===== src/rtl/imm_gen_pipe_if.sv =====
// Producer/consumer bundle for imm_gen_pipe: raw instruction in, decoded immediate out.
// Handshake: a beat transfers on a rising edge where valid && ready; valid never waits on ready.
interface imm_gen_pipe_if #(
    parameter int XLEN  = 32,
    parameter int TAG_W = 5
);
    logic             in_valid;
    logic             in_ready;
    logic [31:0]      in_inst;
    logic [TAG_W-1:0] in_tag;
    logic             out_valid;
    logic             out_ready;
    logic [XLEN-1:0]  out_imm;
    logic [2:0]       out_fmt;
    logic             out_illegal;
    logic [TAG_W-1:0] out_tag;

    modport master (
        output in_valid, in_inst, in_tag, out_ready,
        input  in_ready, out_valid, out_imm, out_fmt, out_illegal, out_tag
    );

    modport slave (
        input  in_valid, in_inst, in_tag, out_ready,
        output in_ready, out_valid, out_imm, out_fmt, out_illegal, out_tag
    );
endinterface


===== src/rtl/imm_gen_pipe.sv =====
// RISC-V immediate decoder feeding a small FIFO, so ID-stage decode is decoupled
// from EX-stage back-pressure. Counts accepted illegal opcodes.
module imm_gen_pipe #(
    parameter int XLEN  = 32,
    parameter int DEPTH = 2,
    parameter int TAG_W = 5
) (
    input  logic               clk,
    input  logic               rst,
    input  logic               flush,
    imm_gen_pipe_if.slave      bus,
    output logic [15:0]        illegal_cnt
);
    localparam int PTR_W = $clog2(DEPTH);
    localparam bit IS64  = (XLEN == 64);

    typedef enum logic [2:0] {
        FMT_NONE  = 3'd0,
        FMT_I     = 3'd1,
        FMT_S     = 3'd2,
        FMT_B     = 3'd3,
        FMT_U     = 3'd4,
        FMT_J     = 3'd5,
        FMT_SHAMT = 3'd6
    } fmt_e;

    logic [31:0]     inst;
    logic [6:0]      opcode;
    logic [2:0]      funct3;
    logic [31:0]     dec_raw;
    logic [XLEN-1:0] dec_imm;
    fmt_e            dec_fmt;
    logic            dec_illegal;
    logic            is_shift;

    assign inst     = bus.in_inst;
    assign opcode   = inst[6:0];
    assign funct3   = inst[14:12];
    assign is_shift = (funct3 == 3'b001) || (funct3 == 3'b101);

    // Every format fits in 32 bits with its sign at bit 31, so one sign extension serves all.
    always_comb begin
        dec_fmt     = FMT_NONE;
        dec_raw     = '0;
        dec_illegal = 1'b0;
        case (opcode)
            7'b0000011, 7'b1100111, 7'b1110011: begin
                dec_fmt = FMT_I;
                dec_raw = {{20{inst[31]}}, inst[31:20]};
            end
            7'b0010011: begin
                if (is_shift) begin
                    dec_fmt = FMT_SHAMT;
                    dec_raw = IS64 ? {26'b0, inst[25:20]} : {27'b0, inst[24:20]};
                end else begin
                    dec_fmt = FMT_I;
                    dec_raw = {{20{inst[31]}}, inst[31:20]};
                end
            end
            7'b0011011: begin
                if (!IS64) begin
                    dec_illegal = 1'b1;
                end else if (is_shift) begin
                    dec_fmt = FMT_SHAMT;
                    dec_raw = {27'b0, inst[24:20]};
                end else begin
                    dec_fmt = FMT_I;
                    dec_raw = {{20{inst[31]}}, inst[31:20]};
                end
            end
            7'b0100011: begin
                dec_fmt = FMT_S;
                dec_raw = {{20{inst[31]}}, inst[31:25], inst[11:7]};
            end
            7'b1100011: begin
                dec_fmt = FMT_B;
                dec_raw = {{19{inst[31]}}, inst[31], inst[7], inst[30:25], inst[11:8], 1'b0};
            end
            7'b0110111, 7'b0010111: begin
                dec_fmt = FMT_U;
                dec_raw = {inst[31:12], 12'b0};
            end
            7'b1101111: begin
                dec_fmt = FMT_J;
                dec_raw = {{11{inst[31]}}, inst[31], inst[19:12], inst[20], inst[30:21], 1'b0};
            end
            default: dec_illegal = 1'b1;
        endcase
    end

    assign dec_imm = XLEN'($signed(dec_raw));

    logic [XLEN-1:0]  mem_imm [DEPTH];
    fmt_e             mem_fmt [DEPTH];
    logic             mem_ill [DEPTH];
    logic [TAG_W-1:0] mem_tag [DEPTH];

    logic [PTR_W-1:0] wr_ptr;
    logic [PTR_W-1:0] rd_ptr;
    logic [PTR_W:0]   count;
    logic             push;
    logic             pop;

    assign bus.in_ready  = rst && (count < (PTR_W+1)'(DEPTH)) && !flush;
    assign bus.out_valid = (count != '0);
    assign push = bus.in_valid && bus.in_ready;
    assign pop  = bus.out_valid && bus.out_ready;

    always_ff @(posedge clk) begin
        if (push) begin
            mem_imm[wr_ptr] <= dec_imm;
            mem_fmt[wr_ptr] <= dec_fmt;
            mem_ill[wr_ptr] <= dec_illegal;
            mem_tag[wr_ptr] <= bus.in_tag;
        end
    end

    always_ff @(posedge clk) begin
        if (!rst) begin
            wr_ptr      <= '0;
            rd_ptr      <= '0;
            count       <= '0;
            illegal_cnt <= '0;
        end else begin
            if (flush) begin
                wr_ptr <= '0;
                rd_ptr <= '0;
                count  <= '0;
            end else begin
                if (push) wr_ptr <= wr_ptr + PTR_W'(1);
                if (pop)  rd_ptr <= rd_ptr + PTR_W'(1);
                case ({push, pop})
                    2'b10:   count <= count + (PTR_W+1)'(1);
                    2'b01:   count <= count - (PTR_W+1)'(1);
                    default: count <= count;
                endcase
            end
            if (push && dec_illegal && (illegal_cnt != 16'hFFFF))
                illegal_cnt <= illegal_cnt + 16'd1;
        end
    end

    // While empty the outputs replay whatever the head showed last (zero after reset).
    logic [XLEN-1:0]  last_imm;
    fmt_e             last_fmt;
    logic             last_ill;
    logic [TAG_W-1:0] last_tag;

    always_ff @(posedge clk) begin
        if (!rst) begin
            last_imm <= '0;
            last_fmt <= FMT_NONE;
            last_ill <= 1'b0;
            last_tag <= '0;
        end else if (bus.out_valid) begin
            last_imm <= mem_imm[rd_ptr];
            last_fmt <= mem_fmt[rd_ptr];
            last_ill <= mem_ill[rd_ptr];
            last_tag <= mem_tag[rd_ptr];
        end
    end

    assign bus.out_imm     = bus.out_valid ? mem_imm[rd_ptr] : last_imm;
    assign bus.out_fmt     = bus.out_valid ? mem_fmt[rd_ptr] : last_fmt;
    assign bus.out_illegal = bus.out_valid ? mem_ill[rd_ptr] : last_ill;
    assign bus.out_tag     = bus.out_valid ? mem_tag[rd_ptr] : last_tag;
endmodule


===== src/flat_wrapper.sv =====
// flat-port wrapper written by rule: the top's interface ports become plain ports
module imm_gen_pipe_flat 
#(
    parameter int XLEN  = 32,
    parameter int DEPTH = 2,
    parameter int TAG_W = 5
)
  (clk, rst, flush, illegal_cnt, bus_in_valid, bus_in_inst, bus_in_tag, bus_out_ready, bus_in_ready, bus_out_valid, bus_out_imm, bus_out_fmt, bus_out_illegal, bus_out_tag);
  imm_gen_pipe_if #(.XLEN(XLEN), .TAG_W(TAG_W)) bus_i ();
  input  logic clk;
  input  logic rst;
  input  logic flush;
  output logic [15:0] illegal_cnt;
  input wire logic [$bits(bus_i.in_valid)-1:0] bus_in_valid;
  input wire logic [$bits(bus_i.in_inst)-1:0] bus_in_inst;
  input wire logic [$bits(bus_i.in_tag)-1:0] bus_in_tag;
  input wire logic [$bits(bus_i.out_ready)-1:0] bus_out_ready;
  output wire logic [$bits(bus_i.in_ready)-1:0] bus_in_ready;
  output wire logic [$bits(bus_i.out_valid)-1:0] bus_out_valid;
  output wire logic [$bits(bus_i.out_imm)-1:0] bus_out_imm;
  output wire logic [$bits(bus_i.out_fmt)-1:0] bus_out_fmt;
  output wire logic [$bits(bus_i.out_illegal)-1:0] bus_out_illegal;
  output wire logic [$bits(bus_i.out_tag)-1:0] bus_out_tag;
  assign bus_i.in_valid = bus_in_valid;
  assign bus_i.in_inst = bus_in_inst;
  assign bus_i.in_tag = bus_in_tag;
  assign bus_i.out_ready = bus_out_ready;
  assign bus_in_ready = bus_i.in_ready;
  assign bus_out_valid = bus_i.out_valid;
  assign bus_out_imm = bus_i.out_imm;
  assign bus_out_fmt = bus_i.out_fmt;
  assign bus_out_illegal = bus_i.out_illegal;
  assign bus_out_tag = bus_i.out_tag;
  imm_gen_pipe #(.XLEN(XLEN), .DEPTH(DEPTH), .TAG_W(TAG_W)) u_core (.clk(clk), .rst(rst), .flush(flush), .bus(bus_i), .illegal_cnt(illegal_cnt));
endmodule

===== config.mk =====
export PLATFORM = sky130hd
export DESIGN_NAME = imm_gen_pipe_flat
export DESIGN_NICKNAME = d
export VERILOG_FILES = /design/src/rtl/imm_gen_pipe_if.sv /design/src/rtl/imm_gen_pipe.sv /design/src/flat_wrapper.sv
export SDC_FILE = /design/constraint.sdc
export NUM_CORES = 1
export LEC_CHECK = 0
export CORE_AREA = 8 8 116 118
export DETAILED_ROUTE_END_ITERATION = 8
export DIE_AREA = 0 0 124 126
export HOLD_SLACK_MARGIN = 0.02
export PLACE_DENSITY = 0.77
export SLEW_MARGIN = 25
export SYNTH_ARGS = -nofsm -noshare
export SYNTH_HDL_FRONTEND = slang
export SYNTH_SLANG_ARGS = --single-unit

===== constraint.sdc =====
create_clock -name clk -period 4.9 [get_ports clk]
set_input_delay 0.735 -clock clk [delete_from_list [all_inputs] [get_ports clk]]
set_output_delay 0.735 -clock clk [all_outputs]
set_load 0.1 [all_outputs]

**Yosys cells after proc, flatten, opt, wreduce, memory -nomap -nowiden**

Memories as Yosys holds them, arrays and structs flattened. A register that Yosys moved wholly into a read port is not among the register bits.
Cells that the tools add are included.

- Register bits: 61
- Bits in writable memories: 82
- Input port bits: 42
- Output and inout bits: 59
- Memories kept: 4

- Add/sub/neg operators: 5
- Magnitude comparators: 1
- Equality and inequality tests: 14
- Muxes and demuxes: 20
- Bitwise logic cells: 1
- Reduce and logical (&&, ||, !) cells: 14

Memory list:

| name | depth | bits a word | read ports | clocked after Yosys merged registers in | write ports | line | source |
|---|---|---|---|---|---|---|---|
| u_core.mem_imm | 2 | 32 | 1 | 1 | 1 | imm_gen_pipe.sv:93 | `logic [XLEN-1:0] mem_imm [DEPTH];` |
| u_core.mem_tag | 2 | 5 | 1 | 1 | 1 | imm_gen_pipe.sv:96 | `logic [TAG_W-1:0] mem_tag [DEPTH];` |
| u_core.mem_fmt | 2 | 3 | 1 | 1 | 1 | imm_gen_pipe.sv:94 | `fmt_e mem_fmt [DEPTH];` |
| u_core.mem_ill | 2 | 1 | 1 | 1 | 1 | imm_gen_pipe.sv:95 | `logic mem_ill [DEPTH];` |

Operators with widths:

| operator | count |
|---|---|
| 32-bit one-hot mux with 6 select lines | 1 |
| 32-bit two-way mux | 2 |
| 7-bit == test, second input constant | 4 |
| 3-bit one-hot mux with 6 select lines | 1 |
| 16-bit by 1-bit adder with 16-bit output, second input constant | 1 |
| 16-bit != test, second input constant | 1 |
| 7-bit by 5-bit == test with 1-bit output, second input constant | 2 |
| 7-bit by 6-bit == test with 1-bit output, second input constant | 2 |
| 1-bit two-way mux | 12 |
| 9-bit OR reduction | 1 |
| 7-bit by 2-bit == test with 1-bit output, second input constant | 1 |
| 1-bit logical AND | 6 |
| 3-bit two-way mux | 2 |
| 5-bit two-way mux | 1 |
| 2-bit one-hot mux with 2 select lines | 1 |
| 2-bit nonzero test | 2 |
| 2-bit OR reduction | 2 |
| 3-bit by 1-bit == test with 1-bit output, second input constant | 1 |
| 3-bit == test, second input constant | 1 |
| 3-bit OR reduction | 1 |
| 1-bit adder, second input constant | 2 |
| 2-bit by 1-bit adder with 2-bit output, second input constant | 1 |
| 2-bit by 1-bit == test with 1-bit output, second input constant | 1 |
| 2-bit == test, second input constant | 1 |
| other kinds (5) | 5 |

**Depth between registers and ports, before layout**

Gate-level depths: netlist of the first run.

- Depth after elaboration: 6
- Depth in mapped cells: 9

**Worst setup path before layout of the first run**

OpenSTA, ideal clock, no wires.

- Path kind: input -> register
- Start point: input flush
- End point: memory u_core.mem_fmt[0][0] (netlist name) (enable)
- Library setup time: 0.439 ns
- Arrival time: 3.164 ns
- Setup slack: 1.297 ns
- Stages on the path: 5
- Buffers on the path: 1
- Cell sequence: nand2b_1 buf_6 nor3b_4 inv_4 nor2_1

- Cells in the longest elaborated chain, start to end: 5

RTL lines:

| element | line | source |
|---|---|---|
| from (decl) | flat_wrapper.sv:12 | `input logic flush;` |
| 1-bit zero test | imm_gen_pipe.sv:104 | `assign bus.in_ready = rst && (count < (PTR_W+1)'(DEPTH)) && !flush;` |
| 1-bit logical AND | imm_gen_pipe.sv:104 |  |
| 1-bit logical AND | imm_gen_pipe.sv:106 | `assign push = bus.in_valid && bus.in_ready;` |
| 1-bit two-way mux | imm_gen_pipe.sv:110 | `if (push) begin` |
| 1-bit two-way mux (implied by the code) | imm_gen_pipe.sv:112 | `mem_fmt[wr_ptr] <= dec_fmt;` |
| to (decl) | imm_gen_pipe.sv:94 |  |

Every way passes these cells.

**Worst setup path in the final report of the first run**

- Start point: register u_core.count[1]
- End point: output bus_out_imm[28]

- Cells in the longest elaborated chain, start to end: 2

RTL lines:

| element | line | source |
|---|---|---|
| from (decl) | imm_gen_pipe.sv:100 | `logic [PTR_W:0] count;` |
| from (signal assigned) | imm_gen_pipe.sv:133 | `2'b10: count <= count + (PTR_W+1)'(1);` |
| from (signal assigned) | imm_gen_pipe.sv:134 | `2'b01: count <= count - (PTR_W+1)'(1);` |
| from (signal assigned) | imm_gen_pipe.sv:135 | `default: count <= count;` |
| 2-bit nonzero test | imm_gen_pipe.sv:105 | `assign bus.out_valid = (count != '0);` |
| 32-bit two-way mux | -- |  |
| to (decl) | flat_wrapper.sv:20 | `output wire logic [$bits(bus_i.out_imm)-1:0] bus_out_imm;` |

Every way passes these cells.

==> metrics.yaml, run 1 <==
outcome:
  status: "complete, no violations"
worst_setup_path:
  arrival_ns: 3.19
  endpoint_kind: "output port"
  ff2ff_setup_slack_ns: 2.73
  cp-start-kind: "flop"
  crit_type: "flop to output port"
  cp-startpoint: "u_core.count[1]"
  timing.rr.start: "u_core.count[1]"
  path_max_fanout: 35
  required_ns: 4.16
clock_network:
  cts.hold.buffers_added: 0
  clock-sinks: 144
  post_cts_buffers: 0
  clk_latency_ns: 0.42
  cts_root_buffer: "clkbuf_16"
  path_clk_slew_ns: 0.06
  cts_tree: "done"
  post_cts_resized: 0
  cts_made_buffers: 17
  cts_max_path_buffers: 2
  htreeDepth: 4
finish:
  fin_area_um2: 7701
  seqCellArea_um2: 3705
  layout-drive-gt1-share_pct: 7.532
  area_growth_pct: 28.66
  multiInputGateArea_um2: 2147
  n_antenna_cell: 0
  finalNetCount: 655
  fillers: 914
synth:
  synthTopCellsByCount: "82 x edfxtp_1, 62 x dfxtp_1, 55 x nand2_1, 47 x mux2i_1, 46 x and2_1"
  async_flop_share_pct: 0
  yosysMostFrequentCell: "edfxtp_1"
  synth_area_leaders: "edfxtp_1 41%, dfxtp_1 21%, mux2i_1 7.9%, and2_1 4.8%, o21ai_1 3.5%"
  synth.distinct_cells: 49
  synth_flop_cell: "edfxtp_1"
  syn_inst: 513
  ys_seq_area_share_pct: 61.87
  syn_area_per_cell_um2: 11.67
  synth_top_cell_by_area: "edfxtp_1"
  synth-edff-count: 82
  synth_nets: 557
  ys_seq_elements: 144
  yosysTopAreaCellShare_pct: 41.14
  mappedNetlistArea_um2: 5986
  yosys_warnings: 0
global_routing:
  grt_usage_pct: 18.06
  overflow: 0
  grt_pass1_wl_mm: 21.81
  antenna_found_initial: 0
  first_global_vias: 4355
  grt_max_degree: 52
sta:
  slew_headroom_pct: 33.62
  totalNegativeSetupSlack_ns: 0
  maxClockFrequency_ghz: 0.2545
  finalClockSkew_ns: 0.01210
  slew_violations: 0
  rsz0062_at_grt: "false"
  period_needed_ns: 3.929
  setup_viol: 0
  hold_viol_final: 0
  period_share_pct: 80.19
  tightest_slew_ns: 0.9927
placement:
  place_congestion: 0.8106
  numPortBuffers: 100
  dp_hpwl_mm: 9.459
  post_dp_cell_area_um2: 7117
drt:
  routed_via_density: 5.429
  drt_first_pass_iters: 7
  drc: 0
  vias: 4186
  wirelength_mm: 13.60
  routedWlPerCell_um: 17.64
  drt_iter0_drc: 297
  ant_nets: 0
die:
  start_util_pct: 51.11
  io_pins: 101
  chipWidth_um: 124
  rows: 40
  die_area_um2: 15620
  die_h_um: 126
  coreArea_um2: 11710
run:
  drv_cap: 0
min_path:
  min-delay-path-class: "flop to flop"
  hold_start: "u_core.illegal_cnt[15]"
power_and_ir_drop:
  p_total_uw: 2901
  p_leak_uw: 0.002671
  peakVddDrop_mv: 0.2613
  power_density_nw_per_um2: 376.7
## state kept, by name, indices dropped and copies added (netlist names), named ones only
register	cells
u_core.last_ill	1
u_core.illegal_cnt	16
u_core.mem_ill	2
u_core.count	2
u_core.rd_ptr	1
u_core.mem_imm	64
u_core.wr_ptr	1
u_core.mem_fmt	6
u_core.last_imm	32
u_core.mem_tag	10
u_core.last_tag	5
u_core.last_fmt	3
## routing by layer
metal  up-vias  track usage [%]  routed length (µm)
li1       2054                -                   -
met1      1995            21.28                5661
met2       127            30.17                6873
met3        10            5.496                 960
met4         0            6.653                 106
met5         -                0                   0
## final timing paths
kind                            endpoint  depth (start not counted)
hold reg to reg   u_core.illegal_cnt[15]                          1
setup reg to reg   u_core.mem_imm[0][22]                          4
hold / removal    u_core.illegal_cnt[15]                          1
setup / recovery         bus_out_imm[28]                          5
## kinds of logic after synthesis
| group | count (synthesis) | share of synthesized area [%] |
|---|---|---|
| AND/OR/NAND/NOR | 177 | 16.12 |
| flip-flops | 144 | 61.87 |
| AO/OA/AOI/OAI | 102 | 10.51 |
| multiplexers | 47 | 7.860 |
| buffers and inverters | 37 | 2.634 |
| XOR/XNOR | 4 | 0.5854 |
| adder cells (fa/ha/maj) | 2 | 0.4180 |
## power breakdown
part           internal, µW  total (µW)  leakage, µW  switching, µW
logic                  93.4         322      0.00122            228
clock network           793        1270     0.000290            477
registers              1300        1310      0.00116           9.36
## layout by cell type (no fill, tap or decap), types with 3 or more instances in the layout
master	count
nand4_1	4
or4_1	8
nand3_1	11
inv_1	6
clkinv_2	6
mux2i_1	47
a21o_1	20
nor2b_1	10
clkdlybuf4s50_1	99
buf_4	8
or2_1	3
nand2b_1	5
nor2_1	9
or3_1	4
edfxtp_1	82
bufinv_16	3
o21ai_0	5
a21oi_1	12
nor3_1	7
nand2_1	55
clkbuf_16	17
a22o_1	5
o21ai_1	42
dfxtp_1	61
and2_1	45
o31ai_1	10
## metrics by stage
| stage | cells | worst slack (ns) | util [%] | hold WS [ns] |
|---|---|---|---|---|
| floorplan | 513 | 1.297 | - | 0.4812 |
| global placement | 739 | 1.217 | 60.77 | 0.4645 |
| detailed placement | 739 | 1.144 | 60.77 | 0.4692 |
| CTS | 771 | 0.9324 | 65.71 | 0.4845 |
| global route | 771 | 0.7867 | 65.76 | 0.5177 |
| finish | 771 | 0.9705 | 65.76 | 0.4808 |
## worst max-delay path, cell delays in order, from the launching register on
cell             delay [ns]
dfxtp_1                0.38
nor2_4                 0.55
buf_4                  0.43
nand2_1                0.09
o21ai_1                0.13
clkdlybuf4s50_1        1.19
## final cells by class
class | instances | area share, %
Tap cell | 147 | 2.388
Clock buffer | 19 | 5.621
Timing Repair Buffer | 107 | 13.65
Clock inverter | 13 | 1.885
Inverter | 9 | 0.4712
Sequential cell | 144 | 48.11
Multi-Input combinational cell | 332 | 27.88
No activity file was read; power rests on OpenSTA's default activity.
==> run 2: changes to the inputs <==
CORE_AREA = 8 8 121 123   (was 8 8 116 118)
DIE_AREA = 0 0 129 131   (was 0 0 124 126)
PLACE_DENSITY = 0.74   (was 0.77)
clock period = 3.2 ns   (was 4.9 ns; I/O delays follow)
==> run 2 against run 1 <==
  * Wire length is 0.46% higher
  * Sequential cell count is the same
  * Critical path depth unchanged
  * Worst setup slack lost 0.46 ns
==> metrics.yaml, run 2 (synthesized netlist as in run 1, its figures left out) <==
worst_setup_path:
  path_delay_family: "buffers and inverters"  # unchanged
  cp-start-kind: "flop"  # unchanged
  critPathBufInv: 2  # unchanged
  worst_path_max_delay_cell: "nor2_4"  # was clkdlybuf4s50_1
  required_ns: 2.72  # was 4.16 ns
  cp_slowest_stage_delay_ns: 0.46  # was 1.19 ns
  path_cells: "nor2_4, buf_12, nand2_1, o21ai_1, buf_4"  # was nor2_4, buf_4, nand2_1, o21ai_1, clkdlybuf4s50_1
  path_max_fanout: 62  # was 35
  crit_type: "flop to output port"  # unchanged
  endpoint_kind: "output port"  # unchanged
  arrival_ns: 2.21  # was 3.19 ns
clock_network:
  cts_tree: "done"  # unchanged
  post_cts_buffers: 0  # unchanged
  htreeDepth: 4  # unchanged
  cts_made_buffers: 17  # unchanged
  cts_max_path_buffers: 2  # unchanged
  cts_root_buffer: "clkbuf_16"  # unchanged
  clock-sinks: 144  # unchanged
  post_cts_resized: 0  # unchanged
  cts.hold.buffers_added: 0  # unchanged
  clk_latency_ns: 0.42  # about the same
  path_clk_slew_ns: 0.06  # about the same
sta:
  period_needed_ns: 2.692
  slew_violations: 0  # unchanged
  maxClockFrequency_ghz: 0.3715
  hold_viol_final: 0  # unchanged
  totalNegativeSetupSlack_ns: 0  # unchanged
  tightest_slew_ns: 0.6626  # was 0.9927 ns
  rsz0062_at_grt: "false"  # unchanged
  slew_headroom_pct: 55.23  # was 33.62%
  setup_viol: 0  # unchanged
  period_share_pct: 84.12
  finalClockSkew_ns: 0.01490  # was 0.01210 ns
drt:
  drt_iter0_drc: 334  # was 297
  drt_first_pass_iters: 4  # was 7
  ant_nets: 0  # unchanged
  vias: 4186  # unchanged
  routed_via_density: 5.226  # was 5.429
  drc: 0  # unchanged
  wirelength_mm: 13.66  # was 13.60 mm
  routedWlPerCell_um: 17.06  # was 17.64 µm
finish:
  fillers: 1035  # was 914
  reg_top3: "u_core.mem_imm: 64 flops, u_core.last_imm: 32 flops, u_core.illegal_cnt: 16 flops"  # unchanged
  finalNetCount: 657  # was 655
  area_growth_pct: 29.29  # was 28.66%
  n_antenna_cell: 0  # unchanged
  layout-drive-gt1-share_pct: 17.12  # was 7.532%
  top_register: "u_core.mem_imm"  # unchanged
  largest_reg_flops: 64  # unchanged
  final_cell_mix: "82 x edfxtp_1, 62 x buf_4, 61 x dfxtp_1"  # was 99 x clkdlybuf4s50_1, 82 x edfxtp_1, 61 x dfxtp_1
  mostFrequentLayoutCell: "edfxtp_1"  # was clkdlybuf4s50_1
global_routing:
  grt_pass1_wl_mm: 21.48  # was 21.81 mm
  grt_max_degree: 63  # was 52
  overflow: 0  # unchanged
  antenna_found_initial: 0  # unchanged
  grt_usage_pct: 16.62  # was 18.06%
  first_global_vias: 4285  # was 4355
power_and_ir_drop:
  power_density_nw_per_um2: 597.5  # was 376.7 nW/µm²
  p_total_uw: 4624  # was 2901 µW
  peakVddDrop_mv: 0.2992  # was 0.2613 mV
  p_leak_uw: 0.002829  # was 0.002671 µW
min_path:
  min-delay-path-class: "flop to flop"  # unchanged
die:
  chipWidth_um: 129  # was 124 µm
  coreArea_um2: 12870  # was 11710 µm²
  rows: 42  # was 40
  die_h_um: 131  # was 126 µm
  start_util_pct: 46.49  # was 51.11%
  io_pins: 101  # unchanged
  die_area_um2: 16900  # was 15620 µm²
run:
  drv_cap: 0  # unchanged
placement:
  numPortBuffers: 100  # unchanged
  place_congestion: 0.8682  # was 0.8106
  dp_hpwl_mm: 9.354  # was 9.459 mm
outcome:
  status: "complete, no violations"  # unchanged
==> run 2: cell count changes in the layout (fill, tap and decap cells not counted), sizes merged, moves of 2 or more <==
cell,previous run,this run
clkdlybuf4s50,99,41
clkinvlp,0,3
buf,8,68
clkinv,9,3
bufinv,3,5
==> run 2: cell type report <==
class	instances	area, µm²	area share [%]
multi-input cells	332	2141	27.66
clock buffers	18	429.2	5.546
clock inverters	13	211.5	2.732
well taps	176	220.2	2.846
flip-flops and latches	144	3705	47.87
inverters	9	36.28	0.4689
repair buffers	109	996.0	12.87
==> run 2: per-layer routing <==
layer	track usage (%)	part of all wire, %	vias to the layer above	wire, µm
met5	0	0	-	0
met4	8.224	2.6	0	355
met3	4.302	4.6	28	627
met2	27.86	51	111	6924
met1	19.50	42	2002	5755
li1	-	-	2045	-
==> run 2: worst min-delay path: cells and delay by family, from the launching register on <==
family	cells	cell delay [ns]
AOI/OAI and AO/OA	2	0.12
DFF	1	0.33
==> run 2: stage by stage <==
step	area (µm²)	hold slack (ns)	utilization (%)	std cells	worst slack (ns)
global placement	7098	0.4706	55.13	770	0.3626
detailed placement	7098	0.4897	55.13	770	0.2731
CTS	7739	0.5014	60.11	801	0.4833
floorplan	5988	0.4812	-	513	0.2673
global route	7739	0.5306	60.11	801	0.3120
finish	7739	0.5023	60.11	801	0.5082
==> run 2: path summary, 6_finish.rpt <==
check                                             from                      to  slack, ns  cells past startpoint
worst max register to register         u_core.count[1]  u_core.illegal_cnt[12]       1.10                      6
worst min register to register  u_core.illegal_cnt[13]  u_core.illegal_cnt[13]       0.50                      2
worst min-delay path            u_core.illegal_cnt[13]  u_core.illegal_cnt[13]       0.50                      2
worst max-delay path                   u_core.count[1]          bus_out_fmt[2]       0.51                      5
==> run 2: report_power, final <==
| part | internal [µW] | switching, µW |
|---|---|---|
| sequential | 1990 | 13.2 |
| combinational | 138 | 354 |
| clock | 1380 | 747 |
| total | 3510 | 1110 |
